## src/rtl/framebuffer_writer.sv

```systemverilog
// Drawing-side writer for a double-buffered 1-bpp framebuffer.
// Clears the back buffer, plots handshaked points into it, then flips on the scan-out swap pulse.
module framebuffer_writer #(
    parameter int unsigned HOR_ACTIVE_PIXELS = 640,
    parameter int unsigned VER_ACTIVE_PIXELS = 480,
    localparam int unsigned ADDR_WIDTH = $clog2(HOR_ACTIVE_PIXELS * VER_ACTIVE_PIXELS),
    localparam int unsigned X_WIDTH    = $clog2(HOR_ACTIVE_PIXELS),
    localparam int unsigned Y_WIDTH    = $clog2(VER_ACTIVE_PIXELS)
) (
    input  logic                  clk,
    input  logic                  rst_n,
    input  logic                  pt_valid,
    output logic                  pt_ready,
    input  logic [X_WIDTH-1:0]    pt_x,
    input  logic [Y_WIDTH-1:0]    pt_y,
    input  logic                  frame_done,
    input  logic                  swap,
    output logic                  write_en,
    output logic [ADDR_WIDTH-1:0] write_addr,
    output logic                  write_data,
    output logic                  front_sel,
    output logic                  busy
);

    localparam logic [ADDR_WIDTH-1:0] H_STRIDE  = ADDR_WIDTH'(HOR_ACTIVE_PIXELS);
    localparam logic [ADDR_WIDTH-1:0] LAST_ADDR =
        ADDR_WIDTH'(HOR_ACTIVE_PIXELS * VER_ACTIVE_PIXELS - 1);

    typedef enum logic [1:0] {
        ST_CLEAR     = 2'd0,
        ST_DRAW      = 2'd1,
        ST_WAIT_SWAP = 2'd2
    } state_t;

    state_t                state_q, state_d;
    logic [ADDR_WIDTH-1:0] clear_addr_q, clear_addr_d;
    logic                  write_en_q, write_en_d;
    logic [ADDR_WIDTH-1:0] write_addr_q, write_addr_d;
    logic                  write_data_q, write_data_d;
    logic                  front_sel_q, front_sel_d;

    logic                  pt_in_range;
    logic [ADDR_WIDTH-1:0] pt_addr;

    // Operands widened to the full address width before the multiply so no row bits are lost.
    assign pt_in_range = (32'(pt_x) < HOR_ACTIVE_PIXELS) && (32'(pt_y) < VER_ACTIVE_PIXELS);
    assign pt_addr     = ADDR_WIDTH'(pt_y) * H_STRIDE + ADDR_WIDTH'(pt_x);

    always_ff @(posedge clk) begin
        if (!rst_n) begin
            state_q      <= ST_CLEAR;
            clear_addr_q <= '0;
            write_en_q   <= 1'b0;
            write_addr_q <= '0;
            write_data_q <= 1'b0;
            front_sel_q  <= 1'b0;
        end else begin
            state_q      <= state_d;
            clear_addr_q <= clear_addr_d;
            write_en_q   <= write_en_d;
            write_addr_q <= write_addr_d;
            write_data_q <= write_data_d;
            front_sel_q  <= front_sel_d;
        end
    end

    always_comb begin
        state_d      = state_q;
        clear_addr_d = clear_addr_q;
        write_en_d   = 1'b0;
        write_addr_d = write_addr_q;
        write_data_d = 1'b0;
        front_sel_d  = front_sel_q;

        unique case (state_q)
            ST_CLEAR: begin
                write_en_d   = 1'b1;
                write_addr_d = clear_addr_q;
                if (clear_addr_q == LAST_ADDR) begin
                    clear_addr_d = '0;
                    state_d      = ST_DRAW;
                end else begin
                    clear_addr_d = clear_addr_q + 1'b1;
                end
            end
            ST_DRAW: begin
                // Out-of-range points still complete the handshake; only the write is suppressed.
                if (pt_valid && pt_in_range) begin
                    write_en_d   = 1'b1;
                    write_addr_d = pt_addr;
                    write_data_d = 1'b1;
                end
                if (frame_done) begin
                    state_d = ST_WAIT_SWAP;
                end
            end
            ST_WAIT_SWAP: begin
                if (swap) begin
                    front_sel_d = ~front_sel_q;
                    state_d     = ST_CLEAR;
                end
            end
            default: begin
                state_d = ST_CLEAR;
            end
        endcase
    end

    assign pt_ready   = (state_q == ST_DRAW);
    assign busy       = (state_q != ST_DRAW);
    assign write_en   = write_en_q;
    assign write_addr = write_addr_q;
    assign write_data = write_data_q;
    assign front_sel  = front_sel_q;

endmodule
```

## config.mk

```make
export PLATFORM = sky130hd
export DESIGN_NAME = framebuffer_writer
export DESIGN_NICKNAME = d
export VERILOG_FILES = /design/src/rtl/framebuffer_writer.sv
export SDC_FILE = /design/constraint.sdc
export NUM_CORES = 1
export LEC_CHECK = 0
export CORE_MARGIN = 4
export CORE_UTILIZATION = 45
export CTS_CLUSTER_DIAMETER = 150
export DETAILED_ROUTE_END_ITERATION = 8
export GPL_TIMING_DRIVEN = 0
export PLACE_DENSITY = 0.67
export SYNTH_ARGS = -nofsm -noshare
export SYNTH_HDL_FRONTEND = slang
export SYNTH_SLANG_ARGS = --single-unit
```

## constraint.sdc

```tcl
create_clock -name clk -period 4.2 [get_ports clk]
set_clock_uncertainty 0.05 [all_clocks]
set_input_delay 0.84 -clock clk [delete_from_list [all_inputs] [get_ports clk]]
set_output_delay 0.84 -clock clk [all_outputs]
set_load 0.005 [all_outputs]
```

== Word level (Yosys, flattened, before mapping) ==
Index checks and enable logic that the tools add are counted.
Widths: inputs -> output; s select.
Word-level totals
  flip-flop bits (word level): 43
  bits of input ports: 24
  output and inout port bits: 24
  word-level logic and storage cells: 37
Operators by class
  $add $sub $neg: 2
  multiply operators: 1
  $lt $le $gt $ge: 2
  equality and inequality tests: 8
  multiplexer cells: 9
  bitwise logic cells: 1
  reductions and logical operators: 8
Operator list (number)
  $mux 19: 2
  $pmux 19 s2: 1
  $add 19x1->19 const B: 1
  $add 19x10->19: 1
  $eq 19x19->1 const B: 1
  $mul 9x3->12 const B: 1
  $lt 10x10->1 const B: 1
  $lt 9x9->1 const B: 1
  $mux 2: 3
  $ne 2x1->1 const B: 3
  $pmux 2 s3: 1
  $reduce_and 2->1: 3
  $ne 2x2->1 const B: 2
  $reduce_and 3->1: 1
  $eq 2x1->1 const B: 1
  $eq 2x2->1 const B: 1
  $logic_and 1x1->1: 2
  $logic_not 2->1: 1
  $pmux 1 s2: 1
  $reduce_bool 2->1: 1
  $mux 1: 1
  $not 1->1: 1

== Depth between registers and ports, before layout ==
Gate-level depths: netlist of run 1.
  depth in word-level cells: 5
  gate-level depth with buffers: 10
  mapped depth without buffers: 10

== Worst setup path after synthesis of run 1 ==
No wires, ideal clock.
  path kind: input to register
  start point: input port pt_y[1]
  end point: register write_addr_q[17] (netlist: write_addr[17])
  library setup time: 0.124 ns
  arrival: 3.003 ns
  required time: 4.026 ns
  path slack: 1.023 ns
  cell stages on the path: 10
  path buffers: 0
  path through: ha_1 > ha_1 > fa_1 > a211oi_2 > o21bai_1 > a21oi_1 > xnor2_1 > nor3b_2 > xnor2_1 > o211ai_2
On the way
  cells in the longest elaborated chain, start to end: 5
  elaborated cells on any way between the ends: 9
  classes of those cells: add/sub: 1; mul: 1; order compare: 1; eq/ne: 1; mux: 2; reduce/logical: 3
RTL lines
  from (decl): RTL line 15  | input logic [Y_WIDTH-1:0] pt_y,
  parallel branches: the longest is 5 deep, another holds $add 19x10->19
  to (signal assigned): RTL line 61  | write_addr_q <= write_addr_d;
  to (decl): RTL line 38  | logic [ADDR_WIDTH-1:0] write_addr_q, write_addr_d;
Parallel ways; which one is timed is not known. The select of a mux whose other input is x is not followed.
A chain may end at the register's enable or synchronous reset.

== Worst setup path after layout of run 1 ==
Same ends and word-level chain as after synthesis.

==> impl_results.md, run 1 <==
* Hold Vio Cnt, Final at 0
* Max Cap Viol at 0
* Seq/Total Area, Yosys at 32.3%
* Max clock buf depth at 2
* Die Area at 7210 sq um
* Post-CTS Resized at 0
* Maximum VDD drop at between 100 and 150 uV
* DP Worst Slack at 0.322 ns
* R2R setup slack at 2.14 ns
* N_diodes at 0
* CP Class: in2reg
* P per Cell Area at 261 nW/um^2
* Die Ht at 84.9 microns
* RSZ-0062 raised after global routing: no
* Slew at the pin closest to its max-slew limit at 0.717 ns
* CP arrival at 3.73 ns
* Tcrit/Tclk final at 85.9%
* Cell variety after synth at 53
* Syn_nets at 356
* Die width at 84.9 microns
* Rel. slew slack at 52.2%
* Total Routing Usage GR at 17.4%
* Int Pwr at between 600 and 700 uW
* Critical path cell sequence: clkdlybuf4s50_1 -> ha_1 -> ha_1 -> fa_1 -> a211oi_2 -> o21bai_1 -> a21oi_1 -> xnor2_1 -> nor3b_2 -> xnor2_1 -> o211ai_2
* Fraction of layout cells with a size suffix above 1 at 6.27%
* Clock transition at path regs at 0.08 ns
* Largest area contributor in the netlist: dfxtp_1
* Final WS setup at just under 0.6 ns
* Endpoints failing setup at 0
* Vias in the first global route at roughly 2200
* Number of synthesized register bits at 43
* Psw at 242 uW
* Hold Crit Class: reg2reg
* Initial Util at 47.5%
* Final nets at 410
* Dpl hpwl at 4780 microns
* Worst path top cell family by delay: adder cells
* Ports at 48
* Synth area leaders: dfxtp_1 (32%), ha_1 (8.5%), xor2_1 (4.9%)
* Initial antenna violation count at 0
* DRC Markers at 0
* Setup TNS at 0 ns
* Largest net degree at the start of global routing at 14
* EDFF count, synth at 0
* Area share of the largest cell type after synthesis at 32.3%
* Final design utilization at 59.0%
* Post-CTS Hold Buffers at 0
* Syn-to-layout area delta at 24.2%
* Startpoint Class: input pin
* Achievable Freq at between 0.2 and 0.3 GHz
* Via density at 5.42
* CTS buffer count at 5
* Final antenna-violating net count at 0
* Reg2reg start: clear_addr_q[6]
* Clock Latency Late Sink at around 0.30 ns
* Post-Syn Area per Cell at between 8 and 9 sq um
* Gate Count Post-Synth at 312
* Worst Path Max Fanout at 7
* First-pass detailed-route iteration total at 4
* Post-Syn Area at roughly 2700 sq um
* Sequential power share at between 40% and 50%
* Port bufs at 47
* Wire length per cell at ~14 microns
* Core Box Area at ~5600 sq um
* Initial DRC Count at 81
* CTS tree: built
* Clock power frac at 30.0%
* CTS root buf: clkbuf_8
* Worst setup EP type: register
* Max Slew Vio Count at 0
* Top_reg_cell synth: dfxtp_1
* Worst Setup SP: pt_y[1]
* Total gr overflow at 0
* Slowest cell on crit path: fa_1
* Ys Warns at 0
* Total Wirelength at 6230 microns
* H-tree depth at 2
* CP Data Required Time at 4.32 ns
* Worst path bufs/invs at 1
* Final instance area at 3310 sq um
* Area after DPL at 3220 sq um
* Placer Congestion at just over 0.8
* Row cnt at 27
* Comb pwr share at 21.8%
* Setup repair bufs after CTS at 0
* Fraction of registers with async set/reset at 0%
* Clock sink count at 43
* Leak Pwr at 0.00135 uW
* Global-route wire length before repair at around 10000 microns
* Sw frac at between 20% and 30%
* Status: complete, no violations
* Fin crit period at 3.61 ns
* Routed via count at 2380
* CP peak stage delay at 0.50 ns
* HP Start: write_addr[14]
## worst paths after layout
path / end / cells past startpoint
worst max register to register: clear_addr_q[9] / 7
worst max-delay path: write_addr[17] / 11
worst min-delay path: write_addr[14] / 2
worst min register to register: write_addr[14] / 2
## state kept, by name (all words and copies together), names as in the netlist
signal	count
state_q	2
front_sel	1
write_en	1
write_addr	19
write_data	1
clear_addr_q	19
## layout by cell type, fill, tap and decap left out, drive strengths merged, types with 2 or more instances in the layout
| cell type | Yosys | final |
|---|---|---|
| a211oi | 4 | 4 |
| a21boi | 4 | 4 |
| a21o | 4 | 4 |
| a21oi | 14 | 14 |
| a31oi | 2 | 2 |
| and2 | 3 | 3 |
| and3 | 3 | 3 |
| and4bb | 4 | 4 |
| buf | 6 | 6 |
| clkbuf | 10 | 16 |
| clkdlybuf4s50 | 0 | 47 |
| dfxtp | 43 | 43 |
| fa | 2 | 2 |
| ha | 18 | 18 |
| inv | 6 | 6 |
| mux2i | 3 | 3 |
| nand2 | 33 | 33 |
| nand2b | 2 | 2 |
| nand3 | 21 | 21 |
| nand4 | 11 | 11 |
| nand4b | 2 | 2 |
| nor2 | 32 | 32 |
| nor2b | 7 | 7 |
| nor3 | 3 | 3 |
| nor3b | 3 | 3 |
| o2111ai | 2 | 2 |
| o211a | 12 | 12 |
| o211ai | 5 | 5 |
| o21ai | 14 | 14 |
| xnor2 | 14 | 14 |
| xor2 | 15 | 15 |
## worst reg2reg max path, delay by kind of cell, from the launching register on
family	cells	cell delay (ns)
AOI/OAI and AO/OA	1	0.43
buffers and inverters	1	0.31
DFF	1	0.44
and+or+nand+nor	5	0.72
## cell families after synthesis
family | after synthesis | synth area share (%)
and+or+nand+nor | 128 | 24.9
buffers and inverters | 22 | 3.81
DFF | 43 | 32.3
muxes | 3 | 1.13
AOI/OAI and AO/OA | 67 | 18.4
adders and majority gates | 20 | 9.96
xor gates and xnor gates | 29 | 9.54
## area by class of cell
class,instances,area (sq um)
Timing Repair Buffer,47,470
Clock buffer,6,72.6
Sequential cell,43,861
Inverter,6,22.5
Tap cell,72,90.1
Multi-Input combinational cell,247,1700
Clock inverter,2,12.5
Buffer,16,78.8
Fill cell,563,2300
## through the flow
| stage | hold slack (ns) | instances | total power [uW] |
|---|---|---|---|
| after CTS | 0.434 | 439 | 870 |
| after detailed placement | 0.421 | 431 | 612 |
| final | 0.427 | 439 | 863 |
| after global routing | 0.442 | 439 | 905 |
| after global placement | 0.413 | 431 | 610 |
| after floorplan | 0.408 | 312 | 554 |
## routing by layer
metal / up-vias / part of all wire (%) / wire [microns] / track usage (%)
met5: - / 0 / 0 / 0
met3: 6 / 4.7 / 293 / 2.72
met2: 52 / 45 / 2780 / 27.8
met1: 1096 / 50 / 3090 / 24.7
li1: 1226 / - / - / -
met4: 0 / 1.1 / 68 / 4.32
## Yosys cell counts, drive strengths merged, types with 5 or more instances
library cell / n
a21oi: 14
buf: 6
clkbuf: 10
dfxtp: 43
ha: 18
inv: 6
nand2: 33
nand3: 21
nand4: 11
nor2: 32
nor2b: 7
o211a: 12
o211ai: 5
o21ai: 14
xnor2: 14
xor2: 15
## power by group through the flow
| stage | logic (uW) | clock network [uW] | registers (uW) |
|---|---|---|---|
| 6_report | 188 | 259 | 416 |
| 5_1_grt | 209 | 279 | 417 |
| 4_1_cts | 188 | 265 | 416 |
| 3_5_place_dp | 186 | 0 | 426 |
| 3_3_place_gp | 185 | 0 | 426 |
| 2_1_floorplan | 129 | 0 | 425 |
No activity file was read; power rests on OpenSTA's default activity.
==> run 2: changes to the inputs <==
- SETUP_SLACK_MARGIN: default -> 0.05
==> results of run 2 <==
Final layout, timing and power as in run 1 (identical DEF).
==> run 3: changes to the inputs <==
- CORE_ASPECT_RATIO: default -> 2
- SLEW_MARGIN: default -> 20
==> run 3 against run 2 <==
Net effect: global-route usage is 2.1 points higher; count of clock-buffer cells in the layout did not move; fmax fell by 0.23%; cell count is 2.5% lower; clock power increased by 78%; via count rose by 2.2%; worst setup slack got worse by 0.0083 ns; die area is 1.0% higher; critical path depth unchanged; first-iteration DRC count rose by 32%; core utilization is 0.27 points higher.
==> impl_results.md, run 3 (synthesis results as in run 1) <==
* Status: complete, no violations
* Setup repair bufs after CTS at 0 (unchanged)
* Reg2reg start: clear_addr_q[6]
* Vias in the first global route at 2442 (+10%)
* DRC Markers at 0 (unchanged)
* CP Data Required Time at 4.33 ns (about the same)
* First-pass detailed-route iteration total at 4 (unchanged)
* CP peak stage delay at 0.50 ns (about the same)
* N_diodes at 0 (unchanged)
* Critical path cell sequence: clkdlybuf4s50_1 -> ha_1 -> ha_1 -> fa_1 -> a211oi_2 -> o21bai_1 -> a21oi_1 -> xnor2_1 -> nor3b_2 -> xnor2_1 -> o211ai_2
* Most frequent cells in the layout: clkdlybuf4s50_1 (47), dfxtp_1 (43), nand2_1 (33)
* Tcrit/Tclk final at 86.1% (+0.20 points)
* Most common cell after layout, fill and taps aside: clkdlybuf4s50_1
* Endpoints failing setup at 0 (unchanged)
* Post-CTS Hold Buffers at 0 (unchanged)
* Syn-to-layout area delta at 27.1%
* Hold_ws at 0.430 ns (+0.00227 ns)
* Via density at 5.68 (+4.9%)
* Row cnt at 39 (+44%)
* Hold Path End: write_addr[14]
* CTS buffer count at 5 (unchanged)
* Initial antenna violation count at 0 (unchanged)
* Worst Path Max Fanout at 7 (unchanged)
* Slowest cell on crit path: fa_1
* Final instance area at 3380 sq um (+2.3%)
* Max Slew Vio Count at 0 (unchanged)
* Fin crit period at 3.62 ns (+0.00829 ns)
* P per Cell Area at 316 nW/um^2 (+21%)
* Setup TNS at 0 ns (unchanged)
* R2R setup slack at 2.08 ns (-0.06 ns)
* Hold Vio Cnt, Final at 0 (unchanged)
* CTS tree: built
* Routed via count at 2433 (+2.2%)
* Rel. slew slack at 52.7% (+0.55 points)
* Max Cap Viol at 0 (unchanged)
* H-tree depth at 2 (unchanged)
* Global-route wire length before repair at 11200 microns (+7.3%)
* Wire length per cell at 16.5 microns (+16%)
* Worst Setup SP: pt_y[1]
* Worst setup EP type: register
* Ports at 48 (unchanged)
* Dpl hpwl at 5390 microns (+13%)
* Initial DRC Count at 107 (+32%)
* R2r endpoint: clear_addr_q[7]
* Hold Crit Class: reg2reg
* Clock Latency Late Sink at 0.29 ns (about the same)
* Clock transition at path regs at 0.06 ns (-0.02 ns)
* Final nets at 410 (unchanged)
* Die width at 62.4 microns (-27%)
* HP Start: write_addr[14]
* Die Ht at 117 microns (+38%)
* Largest net degree at the start of global routing at 14 (unchanged)
* Crit path depth at 11 (unchanged)
* Leak Pwr at 0.00140 uW (+3.4%)
* Worst-case reg-to-reg path depth at 7 (unchanged)
* Achievable Freq at 0.276 GHz (-0.23%)
* Port bufs at 47 (unchanged)
* Slew at the pin closest to its max-slew limit at 0.709 ns (-0.00824 ns)
* Initial Util at 46.6% (-0.84 points)
* Die Area at 7290 sq um (+1.0%)
* Total Routing Usage GR at 19.6% (+2.1 points)
* Clock sink count at 43 (unchanged)
* Total Wirelength at 7070 microns (+13%)
* Worst path top cell family by delay: adder cells
* Worst path bufs/invs at 1 (unchanged)
* Fraction of layout cells with a size suffix above 1 at 6.54% (+0.27 points)
* CP arrival at 3.74 ns (about the same)
* CTS root buf: clkbuf_16
* Core Box Area at 5710 sq um (+1.8%)
* Hold depth at 2 (unchanged)
* Post-CTS Resized at 0 (unchanged)
* Placer Congestion at 0.870 (+5.4%)
* Maximum VDD drop at 481 uV (+250%)
* Startpoint Class: input pin
* CP Class: in2reg
* FILL cells at 547 (-2.8%)
* RSZ-0062 raised after global routing: no
* Total gr overflow at 0 (unchanged)
* Max clock buf depth at 2 (unchanged)
* Final antenna-violating net count at 0 (unchanged)
* Area after DPL at 3210 sq um (-0.43%)
run 3: metrics by stage:
step           instances  util (%)  setup WS, ns  power (uW)
3_3_place_gp         420      56.2         0.304         614
2_1_floorplan        312         -          1.02         554
5_1_grt              428      59.3         0.411        1110
3_5_place_dp         420      56.2         0.266         616
4_1_cts              428      59.3         0.573        1080
6_report             428      59.3         0.583        1070
run 3: worst max path at each step:
stage / end / slack (ns)
after floorplan: write_addr[17] / 1.02
after global placement: write_addr[17] / 0.30
after detailed placement: write_addr[17] / 0.27
after CTS: write_addr[17] / 0.57
after global routing: write_addr[17] / 0.41
final: write_addr[17] / 0.58
run 3: area by class of cell:
type,count,area (sq um),area share [%]
sequential,43,861,25.4
inverter,6,22.5,0.666
clock buffer,6,139,4.11
multi-input combinational,247,1700,50.3
tap,61,76.3,2.26
clock inverter,2,35.0,1.04
buffer,16,78.8,2.33
timing repair buffer,47,470,13.9
run 3: worst min-delay path: stages (launching register included):
cell,delay [ns]
dfxtp_1,0.31
nand3_1,0.05
o21ai_0,0.06
run 3: where the power goes:
group / total [uW] / internal (uW) / leakage [uW] / switching, uW
Combinational: 190 / 93.6 / 0.000963 / 95.9
Sequential: 417 / 412 / 0.000348 / 4.41
Clock: 462 / 296 / 0.0000868 / 166
run 3: per-layer routing:
| metal | up-vias | wire [microns] | GRT usage [%] |
|---|---|---|---|
| li1 | 1221 | - | - |
| met1 | 1132 | 2690 | 19.0 |
| met2 | 62 | 3810 | 37.7 |
| met3 | 18 | 249 | 3.06 |
| met4 | 0 | 320 | 12.5 |
| met5 | - | 0 | 0 |
==> RTL change: new RTL, flow settings as in run 3 <==
`clear_addr_q` and `write_addr_q` no longer have a reset.
--- a/src/rtl/framebuffer_writer.sv
+++ b/src/rtl/framebuffer_writer.sv
@@ -51,5 +51,3 @@
             state_q      <= ST_CLEAR;
-            clear_addr_q <= '0;
             write_en_q   <= 1'b0;
-            write_addr_q <= '0;
             write_data_q <= 1'b0;
@@ -58,5 +56,3 @@
             state_q      <= state_d;
-            clear_addr_q <= clear_addr_d;
             write_en_q   <= write_en_d;
-            write_addr_q <= write_addr_d;
             write_data_q <= write_data_d;
@@ -64,2 +60,7 @@
         end
+    end
+
+    always_ff @(posedge clk) begin
+        clear_addr_q <= clear_addr_d;
+        write_addr_q <= write_addr_d;
     end
Formal check against the unedited RTL: not equivalent (Yosys sat finds a counterexample within 4 cycles, from zero or initial values and one cycle with rst_n low).
==> RTL change against run 3 <==
Cell area down 1.3%. Wire length is 19% lower. Critical path type unchanged. Power is 8.7% lower. Synthesized area fell by 0.66%. Combinational power decreased by 18%. Sequential cell count stayed put. Setup slack got worse by 0.20 ns.
==> RTL change: results (changes against run 3) <==
Run status
  – Status: finished clean

Min path
  – Hold Crit Start: front_sel
  – End of the worst hold path: front_sel

Finish
  – Share of final-layout standard cells stronger than drive strength 1: 6.65% (+0.11 points)
  – Post-layout net count: 360 (-12%)

Synth
  – Commonest cells post-synth: 44 x nand2_1, 38 x edfxtp_1, 22 x nor2_1, 18 x ha_1, 17 x o21ai_0
  – XOR/XNOR Fraction of Synth Area: 9.27% (-0.27 points)
  – Post-synthesis sequential area ratio: 46.9% (+15 points)
  – Share of the synthesized area in compound gates (AO/OA/AOI/OAI): 9.93% (-8.4 points)
  – Leading cell types by total area after synthesis: edfxtp_1 43%, ha_1 8.5%, nand2_1 6.2%, xor2_1 5.0%, xnor2_1 4.3%
  – Post-synthesis net count: 305 (-14%)
  – Most frequently used flop master after synthesis: edfxtp_1
  – Number of flops mapped to enable cells by yosys: 38 (+38)
  – Area share of fa/ha/maj cells after synthesis: 10.0% (+0.066 points)
  – Proportion of synthesized area in mux cells: 0.378% (-0.75 points)

GRT
  – First-pass GRT wire length: 9540 um (-15%)
  – Largest net degree at the start of global routing: 21 (+7)
  – Number of global-route vias before repair: 2122 (-13%)
  – GRT Total Usage: 16.7% (-2.9 points)

STA
  – Slew at the pin with the worst max-slew slack: 0.549 ns (-0.160 ns)

Worst setup path
  – Worst reg2reg endpoint: clear_addr_q[7]
  – Arr. time, crit path: 3.79 ns (+0.05 ns)
  – RR Startpoint: clear_addr_q[0]
  – Reg2Reg Depth: 7 (unchanged)
  – Register-to-register setup slack: 1.86 ns (-0.22 ns)

Place
  – Sum of net half-perimeters after detailed placement: 4580 um (-15%)
  – Final weighted congestion in routability-driven placement: 0.846 (-2.8%)
  – Worst setup timing slack at the placement stage: 0.0693 ns (-0.197 ns)

Detailed routing
  – Detailed-route vias per instance: 5.48 (-3.6%)
  – DRC marker count from the first detailed-route iteration: 55 (-49%)

Pwr
  – Power per cell area: 292 mW/mm^2 (-7.5%)
  – P_leak: 0.00133 uW (-4.6%)

Clock tree
  – Post-cts resize count: 0 (unchanged)
==> RTL change: cell types whose count changed in the layout (fill, tap and decap cells not counted), sizes merged, moves of 5 or more <==
cell and change:
dfxtp -38, edfxtp +38, o211a -12, nand2 +11, nand3 -10, nor2 -10, inv +8, a21oi -7
clkbuf -7, nand4 -6, o211ai -5, o21ai +5
==> RTL change: final cells by class <==
class,instances,area [um^2]
fill,513,2370
clock buffer,5,125
sequential,43,1240
inverter,14,52.6
tap,61,76.3
multi-input combinational,198,1330
timing repair buffer,48,482
buffer,6,25.0
clock inverter,2,8.76
==> RTL change: report_power, final <==
| part | leakage (uW) | total [uW] | switching, uW | internal, uW |
|---|---|---|---|---|
| Clock | 0.0000671 | 360 | 147 | 213 |
| Combinational | 0.000785 | 156 | 80.0 | 76.3 |
| Sequential | 0.000481 | 459 | 0.0970 | 459 |
==> RTL change: through the flow <==
stage | utilization, % | instance area [um^2] | std cells | total power (uW) | hold slack [ns]
2_1_floorplan | - | 2650 | 261 | 576 | 0.431
3_3_place_gp | 55.9 | 3190 | 369 | 622 | 0.433
3_5_place_dp | 56.1 | 3210 | 370 | 624 | 0.443
4_1_cts | 58.5 | 3340 | 377 | 977 | 0.451
5_1_grt | 58.5 | 3340 | 377 | 1010 | 0.477
6_report | 58.5 | 3340 | 377 | 975 | 0.443
==> RTL change: worst max path at each step <==
stage	end	cells past startpoint
floorplan	write_addr[17]	8
global placement	write_addr[17]	10
detailed placement	write_addr[17]	10
CTS	write_addr[17]	10
global route	write_addr[17]	10
finish	write_addr[17]	10
==> RTL change: cell families after synthesis <==
group | after synthesis
flip-flops | 43
adder cells (fa/ha/maj) | 20
buffers and inverters | 20
multiplexers | 1
AO/OA/AOI/OAI | 40
XOR/XNOR | 28
AND/OR/NAND/NOR | 109
==> RTL change: per-layer routing <==
layer | vias to the layer above | part of all wire (%) | GRT usage, %
met1 | 958 | 37 | 16.2
met2 | 48 | 54 | 31.6
met3 | 20 | 3.9 | 2.60
met5 | - | 0 | 0
li1 | 1040 | - | -
met4 | 0 | 4.9 | 11.6
==> RTL change: worst max-delay path: stages <==
cell             delay (ns)
clkdlybuf4s50_1        0.46
ha_1                   0.32
ha_1                   0.22
fa_1                   0.48
a211oi_1               0.50
nor2_1                 0.20
a311oi_2               0.34
nand4b_1               0.17
xnor2_1                0.17
o21ai_1                0.09
